**src/rtl/coord_group_sched.sv**
```systemverilog
// Weight-major (weight group x activation group) issue sequencer for the sparse coordinate unit.
// Optional perf counters are built when COORD_SCHED_PERF_EN is defined.
module coord_group_sched #(
  parameter int AW    = 8,
  parameter int BASEW = 16
) (
  input  logic             clk,
  input  logic             reset_n,
  input  logic             i_start,
  input  logic [3:0]       i_cfg_bitwidth,
  input  logic [3:0]       i_cfg_weight_dim,
  input  logic [8:0]       i_cfg_activation_dim,
  input  logic [AW-1:0]    i_cfg_num_wgroups,
  input  logic [AW-1:0]    i_cfg_num_agroups,
  output logic             o_busy,
  output logic             o_done,
  output logic             o_err_cfg,
  output logic             o_wbuf_rd_en,
  output logic [AW-1:0]    o_wbuf_rd_addr,
  input  logic [63:0]      i_wbuf_rd_data,
  output logic             o_abuf_rd_en,
  output logic [AW-1:0]    o_abuf_rd_addr,
  input  logic [63:0]      i_abuf_rd_data,
  output logic             o_cc_valid,
  input  logic             i_cc_ready,
  output logic [3:0]       o_cc_bitwidth,
  output logic [3:0]       o_cc_weight_dim,
  output logic [8:0]       o_cc_activation_dim,
  output logic [63:0]      o_cc_weight_indices,
  output logic [63:0]      o_cc_activation_indices,
  output logic [BASEW-1:0] o_cc_weight_base,
  output logic [BASEW-1:0] o_cc_activation_base,
  output logic             o_cc_first,
  output logic             o_cc_last
`ifdef COORD_SCHED_PERF_EN
  ,
  output logic [31:0]      o_perf_issue_cnt,
  output logic [31:0]      o_perf_stall_cnt
`endif
);

  typedef enum logic [2:0] {
    S_IDLE  = 3'd0,
    S_FETCH = 3'd1,
    S_WAIT  = 3'd2,
    S_ISSUE = 3'd3,
    S_DONE  = 3'd4
  } state_t;

  localparam logic [AW-1:0] ONE_AW = AW'(1);

  function automatic logic bw_legal(input logic [3:0] bw);
    case (bw)
      4'b0010, 4'b0100, 4'b1000: return 1'b1;
      default:                   return 1'b0;
    endcase
  endfunction

  function automatic logic [4:0] bw_lanes(input logic [3:0] bw);
    case (bw)
      4'b0010: return 5'd16;
      4'b0100: return 5'd8;
      4'b1000: return 5'd4;
      default: return 5'd0;
    endcase
  endfunction

  // Distance from a group's base to its last lane index: sum of active deltas plus one per lane step.
  function automatic logic [BASEW-1:0] group_span(input logic [63:0] d, input logic [4:0] lanes);
    logic [BASEW-1:0] s;
    s = BASEW'(lanes) - BASEW'(1);
    for (int k = 0; k < 16; k++) begin
      if (5'(k) < lanes) s = s + BASEW'(d[4*k +: 4]);
      else               s = s;
    end
    return s;
  endfunction

  state_t            r_state, w_state_nxt;
  logic [AW-1:0]     r_wg, r_ag, r_num_wg, r_num_ag;
  logic [BASEW-1:0]  r_weight_base, r_act_base;
  logic [3:0]        r_cc_bitwidth, r_cc_weight_dim;
  logic [8:0]        r_cc_activation_dim;
  logic [63:0]       r_cc_wi, r_cc_ai;
  logic              r_cc_first, r_cc_last;
  logic              r_busy, r_done, r_err_cfg, r_rd_en, r_cc_valid;
  logic              w_busy_nxt, w_done_nxt, w_err_nxt, w_rd_en_nxt, w_valid_nxt;
  logic              w_accept, w_hs, w_ag_end, w_wg_end, w_zero_grp;
  logic [4:0]        w_lanes;
  logic [BASEW-1:0]  w_weight_last, w_act_last;

  assign w_accept      = (r_state == S_IDLE) && i_start && bw_legal(i_cfg_bitwidth);
  assign w_zero_grp    = (i_cfg_num_wgroups == '0) || (i_cfg_num_agroups == '0);
  assign w_hs          = r_cc_valid && i_cc_ready;
  assign w_ag_end      = (r_ag == r_num_ag - ONE_AW);
  assign w_wg_end      = (r_wg == r_num_wg - ONE_AW);
  assign w_lanes       = bw_lanes(r_cc_bitwidth);
  assign w_weight_last = r_weight_base + group_span(r_cc_wi, w_lanes);
  assign w_act_last    = r_act_base + group_span(r_cc_ai, w_lanes);

  // State register
  always_ff @(posedge clk or negedge reset_n) begin
    if (!reset_n) r_state <= S_IDLE;
    else          r_state <= w_state_nxt;
  end

  // Next-state logic
  always_comb begin
    w_state_nxt = r_state;
    case (r_state)
      S_IDLE: begin
        if (w_accept) w_state_nxt = w_zero_grp ? S_DONE : S_FETCH;
        else          w_state_nxt = S_IDLE;
      end
      S_FETCH: w_state_nxt = S_WAIT;
      S_WAIT:  w_state_nxt = S_ISSUE;
      S_ISSUE: begin
        if (w_hs) w_state_nxt = (w_ag_end && w_wg_end) ? S_DONE : S_FETCH;
        else      w_state_nxt = S_ISSUE;
      end
      S_DONE:  w_state_nxt = S_IDLE;
      default: w_state_nxt = S_IDLE;
    endcase
  end

  // Output decode from the upcoming state so strobes are registered and state-aligned
  always_comb begin
    w_busy_nxt  = (w_state_nxt == S_FETCH) || (w_state_nxt == S_WAIT) || (w_state_nxt == S_ISSUE);
    w_done_nxt  = (w_state_nxt == S_DONE);
    w_rd_en_nxt = (w_state_nxt == S_FETCH);
    w_valid_nxt = (w_state_nxt == S_ISSUE);
    w_err_nxt   = (r_state == S_IDLE) && i_start && !bw_legal(i_cfg_bitwidth);
  end

  // Registered control outputs
  always_ff @(posedge clk or negedge reset_n) begin
    if (!reset_n) begin
      r_busy     <= 1'b0;
      r_done     <= 1'b0;
      r_err_cfg  <= 1'b0;
      r_rd_en    <= 1'b0;
      r_cc_valid <= 1'b0;
    end else begin
      r_busy     <= w_busy_nxt;
      r_done     <= w_done_nxt;
      r_err_cfg  <= w_err_nxt;
      r_rd_en    <= w_rd_en_nxt;
      r_cc_valid <= w_valid_nxt;
    end
  end

  // Config latch, group counters, index capture and running bases
  always_ff @(posedge clk or negedge reset_n) begin
    if (!reset_n) begin
      r_cc_bitwidth       <= 4'd0;
      r_cc_weight_dim     <= 4'd0;
      r_cc_activation_dim <= 9'd0;
      r_num_wg            <= '0;
      r_num_ag            <= '0;
      r_wg                <= '0;
      r_ag                <= '0;
      r_weight_base       <= '0;
      r_act_base          <= '0;
      r_cc_wi             <= 64'd0;
      r_cc_ai             <= 64'd0;
      r_cc_first          <= 1'b0;
      r_cc_last           <= 1'b0;
    end else if (w_accept) begin
      r_cc_bitwidth       <= i_cfg_bitwidth;
      r_cc_weight_dim     <= i_cfg_weight_dim;
      r_cc_activation_dim <= i_cfg_activation_dim;
      r_num_wg            <= i_cfg_num_wgroups;
      r_num_ag            <= i_cfg_num_agroups;
      r_wg                <= '0;
      r_ag                <= '0;
      r_weight_base       <= '0;
      r_act_base          <= '0;
    end else if (r_state == S_WAIT) begin
      r_cc_wi    <= i_wbuf_rd_data;
      r_cc_ai    <= i_abuf_rd_data;
      r_cc_first <= (r_ag == '0);
      r_cc_last  <= w_ag_end && w_wg_end;
    end else if ((r_state == S_ISSUE) && w_hs) begin
      if (!w_ag_end) begin
        r_ag       <= r_ag + ONE_AW;
        r_act_base <= w_act_last;
      end else if (!w_wg_end) begin
        r_wg          <= r_wg + ONE_AW;
        r_ag          <= '0;
        r_weight_base <= w_weight_last;
        r_act_base    <= '0;
      end else begin
        r_ag <= r_ag;
      end
    end else begin
      r_ag <= r_ag;
    end
  end

`ifdef COORD_SCHED_PERF_EN
  logic [31:0] r_perf_issue_cnt, r_perf_stall_cnt;

  // Handshake and backpressure counters, frozen between tiles
  always_ff @(posedge clk or negedge reset_n) begin
    if (!reset_n) begin
      r_perf_issue_cnt <= 32'd0;
      r_perf_stall_cnt <= 32'd0;
    end else if (w_accept) begin
      r_perf_issue_cnt <= 32'd0;
      r_perf_stall_cnt <= 32'd0;
    end else begin
      if (w_hs) r_perf_issue_cnt <= r_perf_issue_cnt + 32'd1;
      if (r_cc_valid && !i_cc_ready) r_perf_stall_cnt <= r_perf_stall_cnt + 32'd1;
    end
  end

  assign o_perf_issue_cnt = r_perf_issue_cnt;
  assign o_perf_stall_cnt = r_perf_stall_cnt;
`endif

  assign o_busy                  = r_busy;
  assign o_done                  = r_done;
  assign o_err_cfg               = r_err_cfg;
  assign o_wbuf_rd_en            = r_rd_en;
  assign o_abuf_rd_en            = r_rd_en;
  assign o_wbuf_rd_addr          = r_wg;
  assign o_abuf_rd_addr          = r_ag;
  assign o_cc_valid              = r_cc_valid;
  assign o_cc_bitwidth           = r_cc_bitwidth;
  assign o_cc_weight_dim         = r_cc_weight_dim;
  assign o_cc_activation_dim     = r_cc_activation_dim;
  assign o_cc_weight_indices     = r_cc_wi;
  assign o_cc_activation_indices = r_cc_ai;
  assign o_cc_weight_base        = r_weight_base;
  assign o_cc_activation_base    = r_act_base;
  assign o_cc_first              = r_cc_first;
  assign o_cc_last               = r_cc_last;

endmodule
```
**config.mk**
```make
export PLATFORM = sky130hd
export DESIGN_NAME = coord_group_sched
export DESIGN_NICKNAME = d
export VERILOG_FILES = /design/src/rtl/coord_group_sched.sv
export SDC_FILE = /design/constraint.sdc
export NUM_CORES = 1
export LEC_CHECK = 0
export ABC_AREA = 0
export CORE_AREA = 2 2 213 194
export DETAILED_ROUTE_END_ITERATION = 10
export DIE_AREA = 0 0 215 196
export GPL_ROUTABILITY_DRIVEN = 0
export GPL_TIMING_DRIVEN = 0
export PLACE_DENSITY_LB_ADDON = 0.25
export SLEW_MARGIN = 15
export SYNTH_ARGS = -nofsm -noshare
export SYNTH_HDL_FRONTEND = slang
export SYNTH_SLANG_ARGS = --single-unit
```
**constraint.sdc**
```tcl
create_clock -name clk -period 16.34 [get_ports clk]
set_input_delay 4.902 -clock clk [delete_from_list [all_inputs] [get_ports clk]]
set_output_delay 4.902 -clock clk [all_outputs]
set_load 0.01 [all_outputs]
```
---- Yosys cells after proc, flatten, opt, wreduce, memory -nomap -nowiden ----
Index checks and enable logic that the tools add are counted.
cells by class
  add/sub/neg operators ................... 39
  $mul .................................... 0
  div/mod/pow operators ................... 0
  magnitude comparators ................... 16
  eq/ne operators ......................... 18
  shift-type cells ........................ 0
  multiplexer cells ....................... 59
  bitwise operators ....................... 1
  reduce and logical (&&, ||, !) cells .... 20
operators with widths
  cell                   count
  $mux W16               42
  $add A16 B4 Y16        31
  $mux W8                10
  $lt A4 B5 Y1 const A   8
  $add A16 B16 Y16       2
  $logic_not A8 Y1       3
  $lt A3 B5 Y1 const A   4
  $add A8 B1 Y8 const B  2
  $eq A8 B8 Y1           2
  $sub A8 B1 Y8 const B  2
  $pmux W5 S3            1
  $eq A3 B2 Y1 const B   4
  $mux W3                4
  $pmux W3 S4            1
  $lt A1 B5 Y1 const A   2
  $lt A2 B5 Y1 const A   2
  $eq A4 B2 Y1 const B   2
  $eq A4 B3 Y1 const B   2
  $eq A4 B4 Y1 const B   2
  $add A6 B5 Y7          1
  $eq A3 B1 Y1 const B   2
  $logic_and A1 B1 Y1    6
  $sub A5 B1 Y6 const B  1
  $ne A2 B2 Y1 const B   2
  12 further kinds       15
storage, ports and cells
  register bits after elaboration ......... 219
  latch bits .............................. 0
  bits in writable memories ............... 0
  memory bits (read-only) ................. 0
  input bits .............................. 165
  output and inout bits ................... 201
  word-level logic and storage cells ...... 172
  memories ................................ 0

---- Longest topological paths before layout ----
  depth in word-level cells ............... 41
  depth in mapped cells ................... 77
  mapped depth without buffers ............ 77

---- Least setup slack after synthesis ----
OpenSTA, ideal clock, no wires.
  path kind ............................... register to register
  from .................................... register r_cc_bitwidth[1] (netlist: o_cc_bitwidth[1])
  to ...................................... register r_weight_base[15] (netlist: o_cc_weight_base[15])
  setup time .............................. 129 ps
  data arrival time ....................... 15917 ps
  data required time ...................... 16211 ps
  slack ................................... 294 ps
  stages on the path, launching flop included .. 76
  path buffers ............................ 7
  period minus slack after synthesis ...... 16046 ps
  cells stage by stage .................... dfrtp_1 nor2b_1 and2_1 inv_1 clkbuf_1 clkbuf_1 clkbuf_1 buf_1 ha_1 clkbuf_1 clkbuf_1 clkbuf_1 a31oi_1 ha_1 inv_1 fa_1 a21boi_0 fa_1 [... 40 more ...] nor2_1 nor2_1 or3_1 maj3_1 nor2_1 xnor2_1 ha_1 inv_1 o21bai_1 a21oi_1 o21bai_1 a21oi_1 o21bai_1 a21oi_1 xor2_1 o21ai_0 nand2_1 o21ai_0
on the way
  word-level cells in the longest chain between the ends .. 41
  elaborated cells on any way between the ends .. 59
  classes of those cells .................. 18 x add/sub; 16 x order compare; 3 x eq/ne; 22 x mux
RTL lines
  item                                  RTL line  text
  start: declaration                    82        logic [3:0] r_cc_bitwidth, r_cc_weight_dim;
  start signal: assignment              169       r_cc_bitwidth <= i_cfg_bitwidth;
  $eq A4 B4 Y1 (tied with other cells)  60        case (bw)
  $pmux W5 S3 (*)                       60
  $sub A5 B1 Y6                         71        s = BASEW'(lanes) - BASEW'(1);
  $add A16 B4 Y16                       73        if (5'(k) < lanes) s = s + BASEW'(d[4*k +: 4]);
  $mux W16                              73
  $add A16 B4 Y16                       73
  $mux W16                              73
  $add A16 B4 Y16                       73
  [... 25 more ...]                     --
  $add A16 B4 Y16                       73
  $mux W16 (*)                          73
  $add A16 B16 Y16 (*)                  98        assign w_weight_last = r_weight_base + group_span(r_cc_wi, w_lanes);
  $mux W16 (*)                          187       end else if (!w_wg_end) begin
  $mux W16 (*)                          184       if (!w_ag_end) begin
  $mux W16 (*)                          183       end else if ((r_state == S_ISSUE) && w_hs) begin
  $mux W16 (*)                          178       end else if (r_state == S_WAIT) begin
  $mux W16 (*)                          168       end else if (w_accept) begin
  end signal: assignment                190       r_weight_base <= w_weight_last;
  end: declaration                      81        logic [BASEW-1:0] r_weight_base, r_act_base;
Mark *: on every way between the ends. The rest lies on a longest branch, timed or not. The select of a mux whose other input is x is not followed.
A chain may end at the register's enable or synchronous reset.

---- Final worst setup path ----
  from .................................... register r_cc_bitwidth[3] (netlist: o_cc_bitwidth[3])
  to ...................................... register r_weight_base[15] (netlist: o_cc_weight_base[15])
Same word-level chain as after synthesis.

==> summary.log <==
[status] run status completed
[timing] share of the clock period used by the worst path 97.0%
[clock_network] CTS HTree Levels 1
[grt] largest net degree at the start of global routing 76
[min_path] hold-critical path depth 2
[place] DP Area 23700 um2
[detailed_routing] residual DRC count 0
[worst_setup_path] critical path startpoint category register
[detailed_routing] WL final 62600 um
[detailed_routing] number of violations reported at the end of detailed-routing iteration 0 1314
[synth] most numerous cell in the Yosys netlist nand2_1
[clock_network] total clock buffers created by CTS 26
[die] vertical die dimension 196 um
[timing] Final TNS setup 0 ns
[die] area enclosed by the die boundary 42100 um2
[worst_setup_path] worst flop-to-flop path endpoint o_cc_weight_base[15]
[grt] number of antenna violations at the first check in global routing 2
[job] Max Cap Violations 0
[die] Rows 70
[synth] yosys synthesis warning count 0
[detailed_routing] Wirelength per Cell 18.6 um
[synth] post-synthesis sequential area ratio 28.4%
[clock_network] sink count of the clock tree 219
[cells_and_area] fin area 25200 um2
[worst_setup_path] critical path type register to register
[place] Post-Place Worst Slack -3.99 ns
[worst_setup_path] peak per-stage delay on the critical path 0.48 ns
[grt] number of global-route vias before repair 18219
[worst_setup_path] Most common cell on crit path fa_1
[clock_network] clock insertion delay at the later pin of the skew report 0.56 ns
[die] number of top-level pins 366
[min_path] Hold Crit Endpoint o_cc_weight_dim[0]
[synth] net count after synthesis 2756
[detailed_routing] detailed-route via count 18663
[cells_and_area] nets@finish 3174
[min_path] type of the worst min-delay path register to register
[worst_setup_path] Worst setup EP type register
[clock_network] clock tree from TritonCTS yes
[worst_setup_path] endpoint required time on the critical path 16.77 ns
[worst_setup_path] largest fanout on the critical path 10
[timing] setup violators final 0
[grt] global-route wire length before repair 97900 um
[timing] slew at the pin closest to its max-slew limit 1.05 ns
[clock_network] hold buffers post-CTS 0
[synth] number of synthesized register bits 219
[synth] Syn Std Cell Area 19300 um2
[timing] Max Transition Viols Final 0
[grt] global router's overall resource usage 29.0%
[timing] Final Hold Fails 0
[timing] remaining max-slew budget at the tightest pin 29.9%
[min_path] hold path startpoint o_cc_weight_dim[0]
[clock_network] CTS root buffer clkbuf_16
[worst_setup_path] cell count of the worst reg-to-reg path 74
[die] floorplan core area 40100 um2
[synth] commonest cells in the synthesized netlist nand2_1 (510), dfrtp_1 (219), o21ai_0 (192)
[clock_network] Worst-path clk slew 0.06 ns
[detailed_routing] vias per cell 5.55
[synth] Yosys top cell by area dfrtp_1
[synth] instance count of the mapped netlist 2388
[die] starting utilization of the core area 48.2%
[place] half-perimeter wire length after placement 49200 um
[timing] maximum operating frequency 63.1 MHz
[detailed_routing] DRT Pass-1 Iters 5
[synth] dominant register cell in the synthesized netlist dfrtp_1
[cells_and_area] fraction of final layout cells with drive strength greater than 1 7.79%
[cells_and_area] Synth-to-Final Area Change 30.2%
[cells_and_area] filler instances 3507
[synth] ys async rst share 100%
[detailed_routing] Post-DRT Antenna Nets 0
[clock_network] clock buffer depth 3
[worst_setup_path] flop-to-flop setup slack 0.49 ns
[timing] fin worst setup slack 0.486 ns
[synth] cell types occupying the most area after synthesis dfrtp_1 (28%), ha_1 (11%), nand2_1 (9.9%)
[synth] post-synthesis cell type count 89
[place] total placed cells including tap cells 3295
[cells_and_area] number of diodes added for antenna fixing 0
[worst_setup_path] critical path data arrival time 16.29 ns
[die] die width 215 um
[timing] clock tree skew after final layout 0.0118 ns
[synth] number of enable flip-flop cells after synthesis 0
[grt] final global-route overflow total 0
[cells_and_area] number of standard cells in the final layout excluding fillers 3364
[place] count of input and output buffers 365
[synth] mean instance size in the synthesized netlist 8.09 um2
[worst_setup_path] cell with the biggest individual delay on the critical path fa_1
[worst_setup_path] reg-to-reg critical path startpoint o_cc_bitwidth[3]
[timing] minimum period implied by the final worst setup slack 15.85 ns
[synth] share of Yosys cell area claimed by the top area cell type 28.4%
routing by layer:
layer,wire length [um],global-route usage [%],up-vias,part of all wire [%]
li1,-,-,8939,-
met1,28000,40.1,8938,45
met2,28100,47.1,662,45
met3,4550,4.98,120,7.3
met4,1910,8.10,4,3.0
met5,27,0,-,0.043
cell usage in the layout (no fill, tap or decap), types with 15 or more instances in the layout:
master | netlist | layout
fa_1 | 32 | 30
nor2_1 | 118 | 113
nor2b_1 | 53 | 50
or2_2 | 16 | 16
clkdlybuf4s50_1 | 0 | 364
xor2_1 | 118 | 116
a21oi_1 | 136 | 98
nand2_1 | 510 | 510
clkbuf_16 | 0 | 26
ha_1 | 171 | 170
o21a_1 | 33 | 33
o21ai_0 | 192 | 167
nand3_1 | 43 | 43
inv_1 | 158 | 156
mux2i_1 | 15 | 15
nand2b_1 | 27 | 27
or3_1 | 18 | 17
dfrtp_1 | 219 | 216
a22o_1 | 17 | 17
clkbuf_1 | 76 | 72
o21bai_1 | 24 | 24
nor3_1 | 27 | 26
xnor2_1 | 115 | 110
a21oi_2 | 0 | 37
a21o_1 | 54 | 54
buf_4 | 1 | 25
what timing repair did:
action                                  4_1_cts  5_1_grt
endpoints found under the setup margin       30       13
pin swaps                                     7       49
setup buffers                                 4       20
gates cloned                                  0        0
gates resized for setup                      72       82
hold endpoints to repair                      0        0
final cells by class:
| class | count | area (um2) | area share, % |
|---|---|---|---|
| Tap cell | 540 | 676 | 2.68 |
| Sequential cell | 219 | 5480 | 21.8 |
| Clock inverter | 9 | 87.6 | 0.348 |
| Inverter | 160 | 603 | 2.40 |
| Multi-Input combinational cell | 1921 | 13200 | 52.6 |
| Buffer | 87 | 425 | 1.69 |
| Timing Repair Buffer | 391 | 3890 | 15.5 |
| Clock buffer | 37 | 752 | 2.99 |
flip-flops by register name (all words and copies together) (netlist names), 8 cells and up:
| name | count |
|---|---|
| o_cc_activation_base | 16 |
| o_cc_activation_indices | 64 |
| o_wbuf_rd_addr | 8 |
| o_cc_weight_indices | 64 |
| o_abuf_rd_addr | 8 |
| o_cc_activation_dim | 9 |
| r_num_wg | 8 |
| o_cc_weight_base | 16 |
| r_num_ag | 8 |
cell families after synthesis:
kind of cell               share of synthesized area (%)
and+or+nand+nor                                     20.7
xor gates and xnor gates                            12.6
muxes                                               1.28
DFF                                                 28.4
AOI/OAI and AO/OA                                   17.6
buffers and inverters                               4.87
adders and majority gates                           14.6
worst max-delay path: cells and delay by family, from the launching register on:
family | cells | cell delay [ns]
adder cells (fa/ha/maj) | 18 | 7.49
AO/OA/AOI/OAI | 26 | 4.06
buffers and inverters | 18 | 1.76
AND/OR/NAND/NOR | 8 | 1.25
XOR/XNOR | 4 | 0.70
flip-flops | 1 | 0.47
how the worst max path moves through the flow:
stage	end	start	slack (ns)
final	o_cc_weight_base[15]	o_cc_bitwidth[3]	0.49
after global placement	o_cc_weight_base[15]	o_cc_bitwidth[1]	-3.54
after CTS	o_cc_activation_base[15]	o_cc_bitwidth[1]	0.001
after global routing	o_cc_weight_base[15]	o_cc_bitwidth[3]	-0.15
after detailed placement	o_cc_weight_base[15]	o_cc_bitwidth[1]	-3.99
after floorplan	o_cc_weight_base[15]	o_cc_bitwidth[1]	0.29
through the flow:
stage / util [%] / hold WS [ns]
3_3_place_gp: 59.0 / 0.458
5_1_grt: 62.7 / 0.490
6_report: 62.7 / 0.473
4_1_cts: 61.7 / 0.475
2_1_floorplan: - / 0.445
3_5_place_dp: 59.1 / 0.461
Power is left out: the tool's default activity adds up to more than one toggle a clock period on the data nets, which glitch-free logic cannot reach.
